### config.mk
export PLATFORM = sky130hd
export DESIGN_NAME = regfile_write_arbiter_flat
export DESIGN_NICKNAME = d
export VERILOG_FILES = /design/src/rtl/regfile_write_arbiter_if.sv /design/src/rtl/regfile_write_arbiter.sv /design/src/flat_wrapper.sv
export SDC_FILE = /design/constraint.sdc
export NUM_CORES = 1
export LEC_CHECK = 0
export ABC_AREA = 1
export BUFFER_PORTS_ARGS = -buffer_cell sky130_fd_sc_hd__buf_2
export CAP_MARGIN = 15
export CORE_MARGIN = 5
export CORE_UTILIZATION = 40
export DETAILED_ROUTE_END_ITERATION = 10
export GPL_TIMING_DRIVEN = 0
export MAX_ROUTING_LAYER = met4
export PLACE_DENSITY = 0.73
export RECOVER_POWER = 25
export SYNTH_ARGS = -nofsm -noshare
export SYNTH_HDL_FRONTEND = slang
export SYNTH_SLANG_ARGS = --single-unit
### constraint.sdc
create_clock -name clk -period 1 [get_ports clk]
set_clock_uncertainty 0.05 [all_clocks]
set_input_delay 0.15 -clock clk [delete_from_list [all_inputs] [get_ports clk]]
set_output_delay 0.15 -clock clk [all_outputs]
set_load 0.02 [all_outputs]
### src/rtl/regfile_write_arbiter_if.sv
// Write-request bundle between two producer blocks and the register-file write arbiter.
// Producers drive the master side; the arbiter answers on the slave side.
interface regfile_write_arbiter_if #(
    parameter int DATA_WIDTH = 8,
    parameter int ADDR_WIDTH = 2
);
    logic                  req0_valid;
    logic [ADDR_WIDTH-1:0] req0_addr;
    logic [DATA_WIDTH-1:0] req0_data;
    logic                  req0_ready;
    logic                  req1_valid;
    logic [ADDR_WIDTH-1:0] req1_addr;
    logic [DATA_WIDTH-1:0] req1_data;
    logic                  req1_ready;

    modport master (
        output req0_valid, req0_addr, req0_data,
        output req1_valid, req1_addr, req1_data,
        input  req0_ready, req1_ready
    );

    modport slave (
        input  req0_valid, req0_addr, req0_data,
        input  req1_valid, req1_addr, req1_data,
        output req0_ready, req1_ready
    );
endinterface

### src/rtl/regfile_write_arbiter.sv
// Owns the register-file write port: fills every entry after reset or clear_req,
// then grants two requesters in round-robin order through a valid/ready handshake.
module regfile_write_arbiter #(
    parameter int DATA_WIDTH = 8,
    parameter int ADDR_WIDTH = 2
) (
    input  logic                   clk,
    input  logic                   rst_n,
    input  logic                   clear_req,
    input  logic [DATA_WIDTH-1:0]  fill_data,
    regfile_write_arbiter_if.slave req,
    output logic                   init_done,
    output logic                   rf_w_en,
    output logic [ADDR_WIDTH-1:0]  rf_w_addr,
    output logic [DATA_WIDTH-1:0]  rf_w_data
);
    localparam int DEPTH = 2 ** ADDR_WIDTH;
    localparam logic [ADDR_WIDTH-1:0] LAST_ADDR = ADDR_WIDTH'(DEPTH - 1);

    typedef enum logic {
        ST_SWEEP = 1'b0,
        ST_RUN   = 1'b1
    } state_t;

    state_t                state_r, state_nx_s;
    logic [ADDR_WIDTH:0]   cnt_r, cnt_nx_s;
    logic                  prio_r, prio_nx_s;
    logic                  w_en_r, w_en_nx_s;
    logic [ADDR_WIDTH-1:0] w_addr_r, w_addr_nx_s;
    logic [DATA_WIDTH-1:0] w_data_r, w_data_nx_s;
    logic                  done_r, done_nx_s;
    logic                  ready0_s, ready1_s;

    // Grant decision: clear_req suppresses every grant in the cycle it is seen.
    always_comb begin
        ready0_s = 1'b0;
        ready1_s = 1'b0;
        if ((state_r == ST_RUN) && !clear_req) begin
            ready0_s = req.req0_valid && (!req.req1_valid || (prio_r == 1'b0));
            ready1_s = req.req1_valid && (!req.req0_valid || (prio_r == 1'b1));
        end else begin
            ready0_s = 1'b0;
            ready1_s = 1'b0;
        end
    end

    // Next-state and next-output logic; address/data hold when nothing is written.
    always_comb begin
        state_nx_s  = state_r;
        cnt_nx_s    = cnt_r;
        prio_nx_s   = prio_r;
        w_en_nx_s   = 1'b0;
        w_addr_nx_s = w_addr_r;
        w_data_nx_s = w_data_r;
        done_nx_s   = done_r;
        case (state_r)
            ST_SWEEP: begin
                if (clear_req) begin
                    cnt_nx_s = {(ADDR_WIDTH+1){1'b0}};
                end else begin
                    w_en_nx_s   = 1'b1;
                    w_addr_nx_s = cnt_r[ADDR_WIDTH-1:0];
                    w_data_nx_s = fill_data;
                    if (cnt_r[ADDR_WIDTH-1:0] == LAST_ADDR) begin
                        state_nx_s = ST_RUN;
                        done_nx_s  = 1'b1;
                        cnt_nx_s   = {(ADDR_WIDTH+1){1'b0}};
                    end else begin
                        cnt_nx_s = cnt_r + (ADDR_WIDTH+1)'(1);
                    end
                end
            end
            ST_RUN: begin
                if (clear_req) begin
                    state_nx_s = ST_SWEEP;
                    cnt_nx_s   = {(ADDR_WIDTH+1){1'b0}};
                    done_nx_s  = 1'b0;
                end else if (ready0_s) begin
                    w_en_nx_s   = 1'b1;
                    w_addr_nx_s = req.req0_addr;
                    w_data_nx_s = req.req0_data;
                    prio_nx_s   = 1'b1;
                end else if (ready1_s) begin
                    w_en_nx_s   = 1'b1;
                    w_addr_nx_s = req.req1_addr;
                    w_data_nx_s = req.req1_data;
                    prio_nx_s   = 1'b0;
                end else begin
                    w_en_nx_s = 1'b0;
                end
            end
            default: begin
                state_nx_s = ST_SWEEP;
                cnt_nx_s   = {(ADDR_WIDTH+1){1'b0}};
                done_nx_s  = 1'b0;
            end
        endcase
    end

    // State and registered write-port outputs, synchronous active-low reset.
    always_ff @(posedge clk) begin
        if (!rst_n) begin
            state_r  <= ST_SWEEP;
            cnt_r    <= {(ADDR_WIDTH+1){1'b0}};
            prio_r   <= 1'b0;
            w_en_r   <= 1'b0;
            w_addr_r <= {ADDR_WIDTH{1'b0}};
            w_data_r <= {DATA_WIDTH{1'b0}};
            done_r   <= 1'b0;
        end else begin
            state_r  <= state_nx_s;
            cnt_r    <= cnt_nx_s;
            prio_r   <= prio_nx_s;
            w_en_r   <= w_en_nx_s;
            w_addr_r <= w_addr_nx_s;
            w_data_r <= w_data_nx_s;
            done_r   <= done_nx_s;
        end
    end

    assign req.req0_ready = ready0_s;
    assign req.req1_ready = ready1_s;
    assign init_done      = done_r;
    assign rf_w_en        = w_en_r;
    assign rf_w_addr      = w_addr_r;
    assign rf_w_data      = w_data_r;
endmodule

### src/flat_wrapper.sv
// flat-port wrapper written by rule: the top's interface ports become plain ports
module regfile_write_arbiter_flat 
#(
    parameter int DATA_WIDTH = 8,
    parameter int ADDR_WIDTH = 2
)
  (clk, rst_n, clear_req, fill_data, init_done, rf_w_en, rf_w_addr, rf_w_data, req_req0_valid, req_req0_addr, req_req0_data, req_req1_valid, req_req1_addr, req_req1_data, req_req0_ready, req_req1_ready);
  regfile_write_arbiter_if #(.DATA_WIDTH(DATA_WIDTH), .ADDR_WIDTH(ADDR_WIDTH)) req_i ();
  input  logic clk;
  input  logic rst_n;
  input  logic clear_req;
  input  logic [DATA_WIDTH-1:0] fill_data;
  output logic init_done;
  output logic rf_w_en;
  output logic [ADDR_WIDTH-1:0] rf_w_addr;
  output logic [DATA_WIDTH-1:0] rf_w_data;
  input wire logic [$bits(req_i.req0_valid)-1:0] req_req0_valid;
  input wire logic [$bits(req_i.req0_addr)-1:0] req_req0_addr;
  input wire logic [$bits(req_i.req0_data)-1:0] req_req0_data;
  input wire logic [$bits(req_i.req1_valid)-1:0] req_req1_valid;
  input wire logic [$bits(req_i.req1_addr)-1:0] req_req1_addr;
  input wire logic [$bits(req_i.req1_data)-1:0] req_req1_data;
  output wire logic [$bits(req_i.req0_ready)-1:0] req_req0_ready;
  output wire logic [$bits(req_i.req1_ready)-1:0] req_req1_ready;
  assign req_i.req0_valid = req_req0_valid;
  assign req_i.req0_addr = req_req0_addr;
  assign req_i.req0_data = req_req0_data;
  assign req_i.req1_valid = req_req1_valid;
  assign req_i.req1_addr = req_req1_addr;
  assign req_i.req1_data = req_req1_data;
  assign req_req0_ready = req_i.req0_ready;
  assign req_req1_ready = req_i.req1_ready;
  regfile_write_arbiter #(.DATA_WIDTH(DATA_WIDTH), .ADDR_WIDTH(ADDR_WIDTH)) u_core (.clk(clk), .rst_n(rst_n), .clear_req(clear_req), .fill_data(fill_data), .req(req_i), .init_done(init_done), .rf_w_en(rf_w_en), .rf_w_addr(rf_w_addr), .rf_w_data(rf_w_data));
endmodule
After elaboration in Yosys (flattened, before gate mapping)
Index checks and enable logic that the tools add are counted.
{"block": "word_totals", "ff_bits": 17, "output_inout_bits": 14}
{"block": "op_classes", "add_sub_neg": 1, "n_eq_ne": 6, "n_mux": 30, "bitwise": 3, "reduce_logical": 12}
{"operator": "8-bit 2-to-1 mux", "n": 4}
{"operator": "8-bit case mux with 2 select lines", "n": 1}
{"operator": "1-bit 2-to-1 mux", "n": 13}
{"operator": "3-bit 2-to-1 mux", "n": 3}
{"operator": "3-bit AND reduction", "n": 3}
{"operator": "2-bit 2-to-1 mux", "n": 4}
{"operator": "2-bit != test, second input constant", "n": 3}
{"operator": "1-bit case mux with 2 select lines", "n": 3}
{"operator": "3-bit case mux with 2 select lines", "n": 1}
{"operator": "2-bit case mux with 2 select lines", "n": 1}
{"operator": "3-bit by 1-bit adder with 3-bit output, second input constant", "n": 1}
{"operator": "1-bit logical AND", "n": 3}
{"operator": "1-bit zero test", "n": 3}
{"operator": "3-bit != test, second input constant", "n": 1}
{"operator": "1-bit NOT", "n": 3}
{"operator": "2-bit equality test, second input constant", "n": 1}
{"operator": "1-bit logical OR", "n": 2}
{"operator": "2-bit by 1-bit != test with 1-bit output, second input constant", "n": 1}
{"operator": "2-bit nonzero test", "n": 1}

Logic depth before layout (Yosys ltp)
{"block": "depth", "depth_word": 8, "ltp_mapped": 7}

Least setup slack after synthesis
Ideal clock, no wire load.
{"block": "synth_path", "path_kind": "reg2out", "from": "reg u_core.state_r", "to": "out req_req1_ready", "arrival_ns": 1.149, "t_required_ns": 0.800, "setup_slack_ns": -0.349, "path_stages_with_launch": 6, "path_buffers": 1, "path_cell_list": "dfxtp_1 inv_2 nor2_8 nand2_2 buf_6 a21oi_1"}
{"block": "synth_via", "elab_chain_cells": 2}
{"item": "start: declaration", "line_no": "regfile_write_arbiter.sv:25", "text": "state_t state_r, state_nx_s;"}
{"item": "start signal: assignment", "line_no": "regfile_write_arbiter.sv:111", "text": "state_r <= state_nx_s;"}
{"item": "1-bit logical AND", "line_no": "regfile_write_arbiter.sv:38", "text": "if ((state_r == ST_RUN) && !clear_req) begin"}
{"item": "1-bit 2-to-1 mux", "line_no": "regfile_write_arbiter.sv:38"}
{"item": "end: declaration", "line_no": "flat_wrapper.sv:24", "text": "output wire logic [$bits(req_i.req1_ready)-1:0] req_req1_ready;"}
Every way passes these cells.

Final worst setup path
Ends and elaborated chain as after synthesis.

==> results.py <==
metrics = {
    "outcome": {
        "run_status": "finished with violations",
        "violations": "negative setup slack",
    },
    "timing": {
        "period_minus_slack_ns": 1.45,
        "final_number_of_setup_violating_endpoints": 16,
        "finalMaxSlewViolations": 0,
        "worst_slack_ns": -0.450,
        "achievable-frequency_mhz": 690,
        "timing_worst_slew_pin_value_ns": 0.299,
        "hold_viol_final": 0,
        "setup_repair_after_global_routing_missed_its_margin": "yes",
        "min_period_over_period_pct": 145,
        "maxSlewHeadroom_pct": 80.0,
    },
    "setup_path": {
        "worst-path-max-fanout": 3,
        "crit_slowest_cell": "dfxtp_4",
        "timing.critical_path.arrival_ns": 1.25,
        "worst_setup_path_start_kind": "register",
        "rrSetupSlack_ns": -0.33,
        "critical_path_required_time_ns": 0.80,
        "critPathBufInv": 3,
        "path_cells": "inv_6, nor2_8, nand2_4, buf_8, a21oi_4, buf_6",
        "timing_worst_setup_path_type": "register to output port",
        "critPathMaxStageDelay_ns": 0.37,
        "cp_top_family": "flip-flops",
        "critPathCaptureType": "output port",
    },
    "job": {
        "max_cap_violations": 0,
    },
    "detailed_routing": {
        "drt_first_pass_iters": 4,
        "routed_wl_mm": 3.24,
        "via_per_inst": 5.07,
        "antenna_violating_nets_post_route": 0,
        "drtIter0Drc": 39,
        "route.vias.total": 1182,
        "avgRoutedWirePerCell_um": 13.9,
        "route.detailed.drc": 0,
    },
    "floorplan": {
        "boundaryPins": 47,
        "die_height_um": 60.8,
        "die-area_um2": 3700,
        "num_rows": 18,
        "floorplan.initialDensity_pct": 41.7,
        "placeableCoreArea_um2": 2480,
        "floorplan.die.width_um": 60.8,
    },
    "synthesis": {
        "mux_contribution_to_synthesized_area_pct": 0,
        "synthXorXnorAreaFrac_pct": 0,
        "synth_enable_flop_cells": 0,
        "synth_area_leaders": "dfxtp_1, nand2_1, a21oi_1",
        "synth.yosys.seq_area_share_pct": 31.0,
        "mappedNetlistArea_um2": 1030,
        "synth_simple_gate_area_share_pct": 27.0,
        "cell_type_with_the_highest_aggregate_area_in_the_netlist": "dfxtp_1",
        "synthesis.instances": 143,
        "share_of_async_settable_or_async_resettable_flops_after_synthesis_pct": 0,
        "yosys.cell_types.count": 23,
        "synth_flop_cell": "dfxtp_1",
        "avgSynthCellArea_um2": 7.23,
        "synth_compound_area_share_pct": 23.0,
        "adder_cell_share_of_the_synthesized_area_pct": 1.21,
        "main_combinational_cell_family_by_area_after_synthesis": "simple AND/OR/NAND/NOR gates",
        "postSynthNetCount": 177,
        "yosysMostFrequentCell": "nand2_1",
        "synth_seq_cells": 16,
        "yosys_warnings": 0,
        "synth.top_cell.area_share_pct": 31.0,
        "synth.top_cells.by_count": "nand2_1, a21oi_1, dfxtp_1",
    },
    "cts": {
        "clk-insertion-delay-late_ns": 0.28,
        "tritoncts": "built",
        "clock_tree.htree_level_count": 1,
        "clock_sink_count": 16,
        "clkSlewWorstSetupHoldPaths_ns": 0.08,
        "cts_root_buffer": "clkbuf_4",
        "cts_made_buffers": 3,
        "cts_buffer_depth": 2,
    },
    "layout": {
        "final_area_um2": 1650,
        "antenna_diode_count": 0,
        "area.growth.synth_to_final_pct": 59.6,
        "fin_nets": 239,
        "final_layout_size_suffix_gt1_share_pct": 64.5,
    },
    "global_routing": {
        "grt_pass1_wl_mm": 4.90,
        "grt_remaining_overflow": 0,
        "globalRouteTotalUtil_pct": 17.8,
        "antenna_found_initial": 0,
        "pin_count_of_the_biggest_net_entering_global_routing": 11,
        "grt_pass1_vias": 1112,
    },
    "power": {
        "ir_drop_v": 0.00109,
        "cellPowerDensity_nw_per_um2": 836,
        "leakagePower_nw": 0.800,
    },
    "placement": {
        "placed_area_um2": 1330,
        "detailedPlace.worstSlack_ns": -0.294,
        "dp_hpwl_mm": 2.22,
        "place_congestion": 0.729,
        "port_buffers": 46,
    },
    "min_path": {
        "worstHoldPathType": "input pin to register",
    },
}
-- worst register-to-register path: cells and delay by family (launching register included) --
family          cells  cell delay (ns)
buf+inv             3             0.37
compound gates      3             0.46
flops               1             0.37
-- layer usage --
metal / up-vias / global-route usage [%] / share of wire (%)
met5: - / - / 0
met4: 0 / 4.95 / 1.1
met3: 6 / 2.13 / 4.8
met2: 33 / 30.7 / 52
met1: 547 / 21.8 / 42
li1: 596 / - / -
-- per-stage QoR --
stage	setup TNS (ns)	cells	total power [mW]	hold WS (ns)	util, %
final	-4.28	233	1.38	0.0976	66.6
after detailed placement	-2.77	219	0.995	0.384	53.7
after CTS	-3.74	232	1.33	0.0935	62.5
after floorplan	-1.07	143	0.867	0.237	-
after global routing	-5.06	233	1.44	0.116	66.6
after global placement	-2.36	219	0.986	0.366	53.7
-- repair_timing --
item / in CTS / in global routing
resized for setup: 40 / 36
cloned: 2 / 1
endpoints found under the setup margin: 16 / 28
pin swaps: 10 / 5
setup buffers: 8 / 0
hold buffers: 0 / 0
-- power breakdown --
group	internal, mW	leakage (nW)	switching, mW
Clock	0.139	0.0138	0.182
Combinational	0.168	0.651	0.193
Sequential	0.674	0.135	0.0226
Total	0.981	0.800	0.398
-- sequential cells by signal, summed over array words and instances, names as in the netlist --
signal            flops
u_core.rf_w_data      8
u_core.cnt_r          2
u_core.rf_w_addr      2
u_core.init_done      1
u_core.prio_r         1
u_core.rf_w_en        1
u_core.state_r        1
-- placed cells by master, fill, tap and decap left out, drive strengths merged --
master / synthesis / routed
nor3: 2 / 2
buf: 7 / 63
dfxtp: 16 / 16
a21boi: 9 / 9
clkinv: 0 / 1
a21oi: 17 / 17
nand2: 25 / 26
ha: 1 / 1
clkbuf: 1 / 4
o21ai: 11 / 11
nand4: 10 / 10
nor2: 5 / 5
inv: 26 / 25
nand3: 12 / 12
bufbuf: 1 / 1
-- kinds of logic (layout without fill, tap and decap cells) --
| logic type | after synthesis | count (layout) |
|---|---|---|
| simple gates | 54 | 55 |
| fa+ha+maj | 1 | 1 |
| flops | 16 | 16 |
| buf+inv | 35 | 94 |
| compound gates | 37 | 37 |
-- path summary, 6_finish.rpt --
kind                                      from                  end  depth (start not counted)
worst max-delay path            u_core.state_r       req_req1_ready                          6
worst min-delay path                     rst_n       u_core.state_r                          3
worst max register to register  u_core.state_r  u_core.rf_w_addr[0]                          6
worst min register to register   u_core.prio_r        u_core.prio_r                          2
-- layout make-up --
| class | count | area [um2] |
|---|---|---|
| Clock buffer | 3 | 22.5 |
| Fill cell | 187 | 828 |
| Sequential cell | 16 | 334 |
| Buffer | 9 | 100 |
| Timing Repair Buffer | 56 | 360 |
| Multi-Input combinational cell | 93 | 687 |
| Inverter | 26 | 108 |
| Tap cell | 30 | 37.5 |
No activity file was read; power rests on OpenSTA's default activity.
